`config.mk`:
```
export PLATFORM = sky130hd
export DESIGN_NAME = hw_solver
export DESIGN_NICKNAME = d
export VERILOG_FILES = /design/src/rtl/hw_solver_pkg.sv /design/src/rtl/isqrt_core.sv /design/src/rtl/hw_solver.sv
export SDC_FILE = /design/constraint.sdc
export NUM_CORES = 1
export LEC_CHECK = 0
export ABC_AREA = 1
export BUFFER_PORTS_ARGS = -buffer_cell sky130_fd_sc_hd__buf_4
export CAP_MARGIN = 20
export CORE_MARGIN = 2
export CORE_UTILIZATION = 55
export CTS_BUF_LIST = sky130_fd_sc_hd__clkbuf_8 sky130_fd_sc_hd__clkbuf_16
export DETAILED_ROUTE_END_ITERATION = 16
export GPL_TIMING_DRIVEN = 0
export PLACE_DENSITY = 0.77
export SYNTH_ARGS = -nofsm -noshare
export SYNTH_HDL_FRONTEND = slang
export SYNTH_SLANG_ARGS = --single-unit
```
`constraint.sdc`:
```
create_clock -name clk -period 2.35 [get_ports clk]
set_input_delay 0.1175 -clock clk [delete_from_list [all_inputs] [get_ports clk]]
set_output_delay 0.1175 -clock clk [all_outputs]
set_load 0.05 [all_outputs]
```
`src/rtl/hw_solver_pkg.sv`:
```
// hw_solver_pkg: shared state encoding, counter width and result field positions for hw_solver.
package hw_solver_pkg;
  typedef enum logic [1:0] {IDLE, CALC, DONE} state_t;
  localparam int ITER_DEF = 16;
  localparam int ITER_W = $clog2(ITER_DEF + 1);
  localparam int ROOT_LSB = 0;
  localparam int REM_LSB = 16;
endpackage

```
`src/rtl/isqrt_core.sv`:
```
// isqrt_core: digit-by-digit integer square root, one root bit per enabled cycle.
// root/rem present the values after the current iteration so the caller can capture on last.
module isqrt_core
  import hw_solver_pkg::*;
#(
  parameter int DATA_W = 32,
  parameter int ITER = DATA_W / 2
) (
  input  logic              clk,
  input  logic              reset,
  input  logic              load,
  input  logic              en,
  input  logic [DATA_W-1:0] x,
  output logic [ITER-1:0]   root,
  output logic [ITER+1:0]   rem,
  output logic              last
);
  logic [DATA_W-1:0] r_x;
  logic [ITER-1:0]   r_root;
  logic [ITER+1:0]   r_rem;
  logic [ITER_W-1:0] r_cnt;
  logic [ITER+2:0]   w_sh, w_trial, w_diff;
  logic              w_ge;
  // The live remainder never exceeds 2*root, so ITER+3 bits hold the shifted value exactly.
  assign w_sh = (ITER+3)'({r_rem, r_x[DATA_W-1 -: 2]});
  assign w_trial = (ITER+3)'({r_root, 2'b01});
  assign w_ge = w_sh >= w_trial;
  assign w_diff = w_ge ? w_sh - w_trial : w_sh;
  assign root = {r_root[ITER-2:0], w_ge};
  assign rem = (ITER+2)'(w_diff);
  assign last = r_cnt == ITER_W'(ITER - 1);
  always_ff @(posedge clk) begin
    if (reset) begin
      r_x <= '0;
      r_root <= '0;
      r_rem <= '0;
      r_cnt <= '0;
    end else if (load) begin
      r_x <= x;
      r_root <= '0;
      r_rem <= '0;
      r_cnt <= '0;
    end else if (en) begin
      r_x <= r_x << 2;
      r_root <= root;
      r_rem <= rem;
      r_cnt <= r_cnt + 1'b1;
    end
  end
endmodule

```
`src/rtl/hw_solver.sv`:
```
// hw_solver: four-phase start/done responder returning isqrt(x) in result_export[15:0].
// Define HW_SOLVER_REM_EN to return the saturated remainder in result_export[31:16].
module hw_solver
  import hw_solver_pkg::*;
#(
  parameter int DATA_W = 32,
  parameter int ITER = DATA_W / 2
) (
  input  logic              clk,
  input  logic              reset,
  input  logic [DATA_W-1:0] x_export,
  input  logic              start_export,
  output logic [31:0]       result_export,
  output logic              done_export
);
  state_t          r_state, w_next;
  logic [31:0]     r_result, w_result;
  logic [ITER-1:0] w_root;
  logic [ITER+1:0] w_rem;
  logic            w_last, w_load, w_calc;
  assign w_load = (r_state == IDLE) && start_export;
  assign w_calc = r_state == CALC;
  isqrt_core #(.DATA_W(DATA_W), .ITER(ITER)) u_core (
    .clk(clk), .reset(reset), .load(w_load), .en(w_calc), .x(x_export),
    .root(w_root), .rem(w_rem), .last(w_last)
  );
  // DONE only exits on a sampled-low start, so a held start cannot retrigger.
  always_comb begin
    w_next = r_state == IDLE ? (start_export ? CALC : IDLE) :
             r_state == CALC ? (w_last ? DONE : CALC) :
             (start_export ? DONE : IDLE);
  end
`ifdef HW_SOLVER_REM_EN
  always_comb begin
    w_result = '0;
    w_result[ROOT_LSB +: 16] = 16'(w_root);
    w_result[REM_LSB +: 16] = |w_rem[ITER+1:16] ? 16'hFFFF : w_rem[15:0];
  end
`else
  logic w_unused;
  assign w_unused = ^w_rem;
  always_comb begin
    w_result = '0;
    w_result[ROOT_LSB +: 16] = 16'(w_root);
  end
`endif
  always_ff @(posedge clk) begin
    if (reset) begin
      r_state <= IDLE;
      r_result <= '0;
    end else begin
      r_state <= w_next;
      if (w_calc && w_last) r_result <= w_result;
    end
  end
  assign done_export = r_state == DONE;
  assign result_export = r_result;
endmodule

```
==> run metrics, run 1 <==
flops & latches, synth=about 90; crit-path max FO=10; H-tree depth=3; status=finished, final reports clean; Core Footprint=roughly 8600 um2; Sum Neg Setup Slack=0 ns; Gate power share=0.439; vias in the first global route=about 4500; DRC viols=0; Gates resized, CTS repair=0; Worst R2R End=u_core.r_rem[5]$_SDFFE_PP0P_; synthesized area=about 4800 um2; cells after synthesis=~730; cell internal pwr=between 2000 and 3000 uW; Switching Share=0.418; drt total wl=11900 um; clock network fraction of total power=0.203; Final Util=0.645; clk sinks=about 90; Top FF cell, synth=dfxtp_1; Final #Nets=858; global-route wire length before repair=around 21000 um; critical setup path kind=reg2reg; Yosys warnings=0; clk slew on worst S/H paths=approximately 0.09 ns; worst-margin pin slew=between 0.5 and 0.6 ns; Reg power frac=0.357; Worst Skew=0.0141 ns; period utilisation layout=0.913; first element of the critical path=u_core.r_root[8]$_SDFFE_PP0P_; RSZ-0062 raised after global routing=false; Reg2Reg Launch Point=u_core.r_root[8]$_SDFFE_PP0P_; routed len/inst=13.0 um; Diodes inserted=0; Pwr Density=828 nW/um2; Overflow after GRT=0; Post-Synth Adder-Cell Area=0.0518; final setup violation count=0; CTS buffer count=9; First-pass DRT Iterations=5; commonest non-fill, non-tap cell in the layout=nand2_1; Post-Synth Simple-Gate Area=0.328; DIE HEIGHT=97.7 um; NetSw=roughly 1900 uW; CP required=around 2.6 ns; post-synthesis mux area share=0; Post-synth ARST share=0; die area=approximately 9500 um2; max cap viols=0; CTS tree=done; number of flops mapped to enable cells by yosys=0; post-synthesis sequential area ratio=0.365; CP Launch Type=register; initial antenna violation count=0; CP endpoint kind=register; CP arrival=2.41 ns; pin count of the biggest net entering global routing=16; post-synthesis compound-gate area fraction=0.122; largest family of logic cells by synthesized area=simple AND/OR/NAND/NOR gates; syn avg cell area=between 6 and 7 um2; post-CTS setup buffers=0; Max Root-Sink Buffers=2; Die Wd=97.7 um; FF-to-FF path depth=13; input/output buffers=50; Initial Util=0.559; r2r setup slk=~0.20 ns; max frequency=about 470 MHz; hold crit path type=in2reg; vias=around 4800; worst vdd ir=approximately 0.44 mV; Final Hold Fails=0; crit path to=u_core.r_rem[5]$_SDFFE_PP0P_; GRT Overall Usage=0.262; Skew-Pair Late Insertion Delay=0.36 ns; post-synthesis xor/xnor area fraction=0.00907; Area growth syn-to-layout=15.3%; P_leak=around 0.0025 uW; Routability Congestion=0.960; CTS Hold Bufs=0; Post-DP HPWL=9260 um; FP Rows=34; DR vias/cell=5.21; initial DRC count=364; Tmin final=2.15 ns; commonest non-fill, non-tap cells in the layout=nand2_1 (258), dfxtp_1 (88), inv_1 (77); CTS root buffer=clkbuf_8; share of cells above drive strength 1=0.150; I/O Pins=68; Final Max Slew Viols=0; Routed Antenna Nets=0; relative slew slack=0.628; library cells used by synthesis=31
## kinds of logic (layout without fill, tap and decap cells)
family / count (synthesis) / in the layout
compound gates: 107 / 107
fa+ha+maj: 20 / 20
simple gates: 375 / 375
xor+xnor: 5 / 5
flops: 88 / 88
buf+inv: 131 / 197
other cells: 1 / 16
## synthesized netlist by cell type (3+ instances only)
library cell / number / area (um2)
nand3b_1: 8 / 60.1
dfxtp_1: 88 / 1760
nand3_1: 45 / 225
nor2_1: 36 / 135
buf_4: 18 / 135
o21ai_1: 4 / 20.0
xor2_1: 3 / 26.3
o21ai_0: 8 / 40.0
buf_2: 9 / 45.0
a21oi_1: 60 / 300
ha_1: 20 / 250
nor3_1: 7 / 35.0
nand2_2: 8 / 50.1
nor2_2: 4 / 25.0
inv_1: 75 / 282
a31oi_1: 31 / 194
buf_6: 3 / 33.8
nand2_1: 258 / 968
clkbuf_1: 19 / 71.3
inv_2: 6 / 22.5
nand3_2: 4 / 40.0
## layout make-up
class / count / area [um2]
fill: 792 / 3070
multi-input combinational: 523 / 2530
sequential: 88 / 1760
timing repair buffer: 50 / 375
inverter: 81 / 304
buffer: 50 / 289
tap: 108 / 135
clock buffer: 9 / 124
clock inverter: 7 / 50.0
## power groups by stage
stage | combinational (uW) | clock, uW | sequential (uW)
after floorplan | 1560 | 0 | 1660
after global placement | 1950 | 0 | 1680
after detailed placement | 1990 | 0 | 1680
after CTS | 2000 | 952 | 1640
after global routing | 2310 | 1020 | 1660
final | 2030 | 938 | 1650
## state kept, by name, summed over array words and instances (netlist names)
signal / count
u_core.r_rem: 17
u_core.r_x: 32
result_export: 16
u_core.r_root: 16
r_state: 2
u_core.r_cnt: 5
## metrics by stage
stage                     hold WS (ns)  instances  worst slack (ns)  power [uW]  area (um2)
after global placement           0.384        900             0.291        3630        5390
after global routing            0.0245        916            0.0339        4980        5570
after CTS                       0.0142        916             0.216        4590        5570
final                           0.0249        916             0.205        4610        5570
after floorplan                  0.267        742             0.570        3220        4880
after detailed placement         0.388        900             0.243        3670        5390
## layer usage
layer,vias to the layer above,share of wire,GRT usage,wire [um]
li1,2434,-,-,-
met1,2157,0.47,0.352,5600
met2,170,0.46,0.434,5440
met3,15,0.059,0.0417,701
met4,0,0.013,0.0780,157
met5,-,0,0,0
## worst min-delay path by stage
| stage | start | slack [ns] | depth (start not counted) | to |
|---|---|---|---|---|
| 5_1_grt | x_export[0] | 0.02 | 3 | u_core.r_x[0]$_SDFFE_PP0P_ |
| 3_3_place_gp | x_export[0] | 0.38 | 3 | u_core.r_x[0]$_SDFFE_PP0P_ |
| 6_report | x_export[17] | 0.02 | 3 | u_core.r_x[17]$_SDFFE_PP0P_ |
| 3_5_place_dp | x_export[1] | 0.39 | 3 | u_core.r_x[1]$_SDFFE_PP0P_ |
| 4_1_cts | x_export[1] | 0.01 | 3 | u_core.r_x[1]$_SDFFE_PP0P_ |
| 2_1_floorplan | x_export[0] | 0.27 | 2 | u_core.r_x[0]$_SDFFE_PP0P_ |
## worst max-delay path: stages, from the launching register on
cell and delay (ns):
dfxtp_1 0.39, inv_1 0.09, ha_1 0.37, a21oi_1 0.27, nand2_1 0.12, inv_2 0.08, nand3_2 0.10, nand2_4 0.10
nand2_4 0.07, buf_6 0.16, nand2_1 0.06, nand2_1 0.05, o21ai_1 0.13, inv_1 0.05
Power figures use the tool's default switching activity.
==> inputs of run 2 (changes only) <==
--- a/config.mk
+++ b/config.mk
@@ -9,11 +9,10 @@
 export BUFFER_PORTS_ARGS = -buffer_cell sky130_fd_sc_hd__buf_4
 export CAP_MARGIN = 20
 export CORE_MARGIN = 2
-export CORE_UTILIZATION = 55
+export CORE_UTILIZATION = 30
 export CTS_BUF_LIST = sky130_fd_sc_hd__clkbuf_8 sky130_fd_sc_hd__clkbuf_16
 export DETAILED_ROUTE_END_ITERATION = 16
 export GPL_TIMING_DRIVEN = 0
-export PLACE_DENSITY = 0.77
 export SYNTH_ARGS = -nofsm -noshare
 export SYNTH_HDL_FRONTEND = slang
 export SYNTH_SLANG_ARGS = --single-unit
==> run 2 against run 1 <==
Effect of this change: sequential share of layout area shrank 1.6 points; core utilization shrank 27 points; sequential power is essentially flat; total power grew 13%; final area grew 5.2%; largest cell class unchanged; hold slack gained 0.015 ns; first-iteration DRC count shrank 13%; maximum frequency grew 2.1%; cell count grew 12%; critical path type unchanged; clock power grew 66%; count of clock-buffer cells in the layout grew 1.
==> run metrics, run 2 (synthesis gave the netlist of run 1 again) <==
Pwr Density=893 nW/um2 (was 828 nW/um2); FP Rows=46 (was 34); final setup violation count=0 (unchanged); clk sinks=88 (unchanged); vias in the first global route=4313 (was 4533); Switching Share=0.377 (was 0.418); DIE HEIGHT=131 um (was 97.7 um); GR met3 Demand/Resource=0.0257 (was 0.0417); First-pass DRT Iterations=5 (unchanged); Reg power frac=0.315 (was 0.357); share of cells above drive strength 1=0.152 (was 0.150); max cap viols=0 (unchanged); CP required=2.59 ns (was 2.61 ns); max frequency=476 MHz (was 466 MHz); Core Footprint=15800 um2 (was 8640 um2); drt total wl=12600 um (was 11900 um); hold crit path type=in2reg (unchanged); critical path cell sequence=inv_1 > ha_1 > a21oi_1 > nand2_1 > inv_2 > nand3_2 > nand2_4 > nand2_4 > buf_6 > nand2_1 > nand2_1 > o21ai_1 > inv_1 (unchanged); Worst Skew=0.00673 ns (was 0.0141 ns); Routed Antenna Nets=0 (unchanged); setup slack at placement=0.279 ns (was 0.243 ns); Initial Util=0.305 (was 0.559); WHS=0.0400 ns (was 0.0249 ns); grt met2 use=0.241 (was 0.434); WHS Path Cells=3 (unchanged); Tmin final=2.10 ns (was 2.15 ns); H-tree depth=3 (unchanged); Largest regs=u_core.r_x: 32 flops, u_core.r_rem: 17 flops (unchanged); clock network fraction of total power=0.299 (was 0.203); I/O Pins=68 (unchanged); CP max stage cell=dfxtp_1 (unchanged); Worst Hold End=u_core.r_x[0]$_SDFFE_PP0P_ (was u_core.r_x[17]$_SDFFE_PP0P_); most used routing layer=met2 (unchanged); input/output buffers=50 (unchanged); setup ws final=0.249 ns (was 0.205 ns); r2r setup slk=0.25 ns (was 0.20 ns); status=finished, final reports clean (unchanged); CTS root buffer=clkbuf_16 (was clkbuf_8); CTS buffer count=9 (unchanged); total power=5230 uW (was 4610 uW); critical path's largest stage delay=0.37 ns (was 0.39 ns); initial antenna violation count=0 (unchanged); relative slew slack=0.585 (was 0.628); global-route wire length before repair=20700 um (about the same); hold path startpoint=x_export[0] (was x_export[17]); # fillers=1714 (was 792); pin count of the biggest net entering global routing=16 (unchanged); Area growth syn-to-layout=21.4% (was 15.3%); CP Launch Type=register (unchanged); worst-margin pin slew=0.623 ns (was 0.558 ns); Gate power share=0.386 (was 0.439); Top reg by flops=u_core.r_x (unchanged); Crit path buffers/inverters=4 (unchanged); DR vias/cell=4.50 (was 5.21); most used cell, CP=nand2_1 (unchanged); Post-DP HPWL=9600 um (was 9260 um); Final Max Slew Viols=0 (unchanged); clk slew on worst S/H paths=0.06 ns (was 0.09 ns); CP delay by family, top=simple AND/OR/NAND/NOR gates (unchanged); P_leak=0.00257 uW (was 0.00250 uW); RSZ-0062 raised after global routing=false (unchanged); period utilisation layout=0.894 (was 0.913); DRC viols=0 (unchanged); commonest non-fill, non-tap cells in the layout=nand2_1 (258), dfxtp_1 (88), inv_1 (75) (was nand2_1 (258), dfxtp_1 (88), inv_1 (77)); worst vdd ir=0.441 mV (about the same); FF/Latch Area=1760 um2 (unchanged); initial DRC count=315 (was 364); footprint of the multi-input gates=2530 um2 (unchanged); CP endpoint kind=register (unchanged); Worst R2R End=u_core.r_rem[7]$_SDFFE_PP0P_ (was u_core.r_rem[5]$_SDFFE_PP0P_); grt met1 use=0.213 (was 0.352); routed len/inst=12.3 um (was 13.0 um); die area=17100 um2 (was 9540 um2); max FFs per register=32 (unchanged); crit-path max FO=10 (unchanged); critical setup path kind=reg2reg (unchanged); NetSw=1970 uW (was 1930 uW); Sum Neg Setup Slack=0 ns (unchanged); Gates resized, CTS repair=0 (unchanged); Skew-Pair Late Insertion Delay=0.34 ns (was 0.36 ns); FF-to-FF path depth=13 (unchanged); post-CTS setup buffers=0 (unchanged); cell internal pwr=3260 uW (was 2680 uW); Max Root-Sink Buffers=2 (unchanged); Reg2Reg Launch Point=u_core.r_root[8]$_SDFFE_PP0P_ (unchanged); vias=4607 (was 4776); CP arrival=2.34 ns (was 2.41 ns); Die Wd=131 um (was 97.7 um); CTS tree=done (unchanged); Final Hold Fails=0 (unchanged); Final #Nets=858 (unchanged); Routability Congestion=0.862 (was 0.960); Diodes inserted=0 (unchanged); CTS Hold Bufs=0 (unchanged); GRT Overall Usage=0.153 (was 0.262); commonest non-fill, non-tap cell in the layout=nand2_1 (unchanged); Overflow after GRT=0 (unchanged)
run 2: cell types whose count changed in the layout (fill, tap and decap cells not counted):
| cell | change |
|---|---|
| bufinv_16 | +2 |
| clkbuf_16 | +9 |
| clkbuf_8 | -8 |
| clkinv_2 | +1 |
| clkinv_4 | -1 |
| clkinvlp_4 | -1 |
| inv_1 | -2 |
run 2: area by class of cell:
class,instances,area share
Clock buffer,10,0.0408
Buffer,50,0.0493
Inverter,81,0.0519
Sequential cell,88,0.301
Timing Repair Buffer,50,0.0641
Clock inverter,6,0.0156
Tap cell,216,0.0461
Multi-Input combinational cell,523,0.432
run 2: power by group through the flow:
| stage | sequential, uW | combinational, uW | clock, uW |
|---|---|---|---|
| global placement | 1680 | 1990 | 0 |
| CTS | 1650 | 2010 | 1590 |
| detailed placement | 1680 | 2000 | 0 |
| floorplan | 1660 | 1560 | 0 |
| global route | 1660 | 2270 | 1660 |
| finish | 1650 | 2020 | 1560 |
run 2: worst reg2reg max path, cell delays in order (launching register included):
cell and delay (ns):
dfxtp_1 0.37, inv_1 0.10, ha_1 0.37, a21oi_1 0.23, nand2_1 0.11, inv_2 0.07, nand3_2 0.11, nand2_4 0.10
nand2_4 0.07, buf_6 0.16, nand2_1 0.06, nand2_1 0.05, o21ai_1 0.15, inv_1 0.05
run 2: layer usage:
| metal | share of wire | wire length [um] | vias up |
|---|---|---|---|
| li1 | - | - | 2432 |
| met1 | 0.51 | 6410 | 2066 |
| met2 | 0.43 | 5490 | 95 |
| met3 | 0.039 | 498 | 14 |
| met4 | 0.018 | 228 | 0 |
| met5 | 0 | 0 | - |
run 2: how the worst max path moves through the flow:
stage	from	endpoint	cells after the start
global route	u_core.r_root[8]$_SDFFE_PP0P_	u_core.r_rem[5]$_SDFFE_PP0P_	13
CTS	u_core.r_cnt[0]$_SDFFE_PP0P_	result_export[12]$_SDFFE_PP0P_	9
global placement	u_core.r_cnt[0]$_SDFFE_PP0P_	result_export[13]$_SDFFE_PP0P_	9
finish	u_core.r_root[8]$_SDFFE_PP0P_	u_core.r_rem[7]$_SDFFE_PP0P_	13
floorplan	u_core.r_root[8]$_SDFFE_PP0P_	u_core.r_rem[0]$_SDFFE_PP0P_	13
detailed placement	u_core.r_cnt[0]$_SDFFE_PP0P_	result_export[12]$_SDFFE_PP0P_	9
run 2: metrics by stage:
stage | utilization | std cells | cell area [um2]
after global routing | 0.370 | 1024 | 5860
final | 0.370 | 1024 | 5860
after CTS | 0.370 | 1024 | 5860
after global placement | 0.349 | 1008 | 5530
after detailed placement | 0.349 | 1008 | 5530
after floorplan | - | 742 | 4880
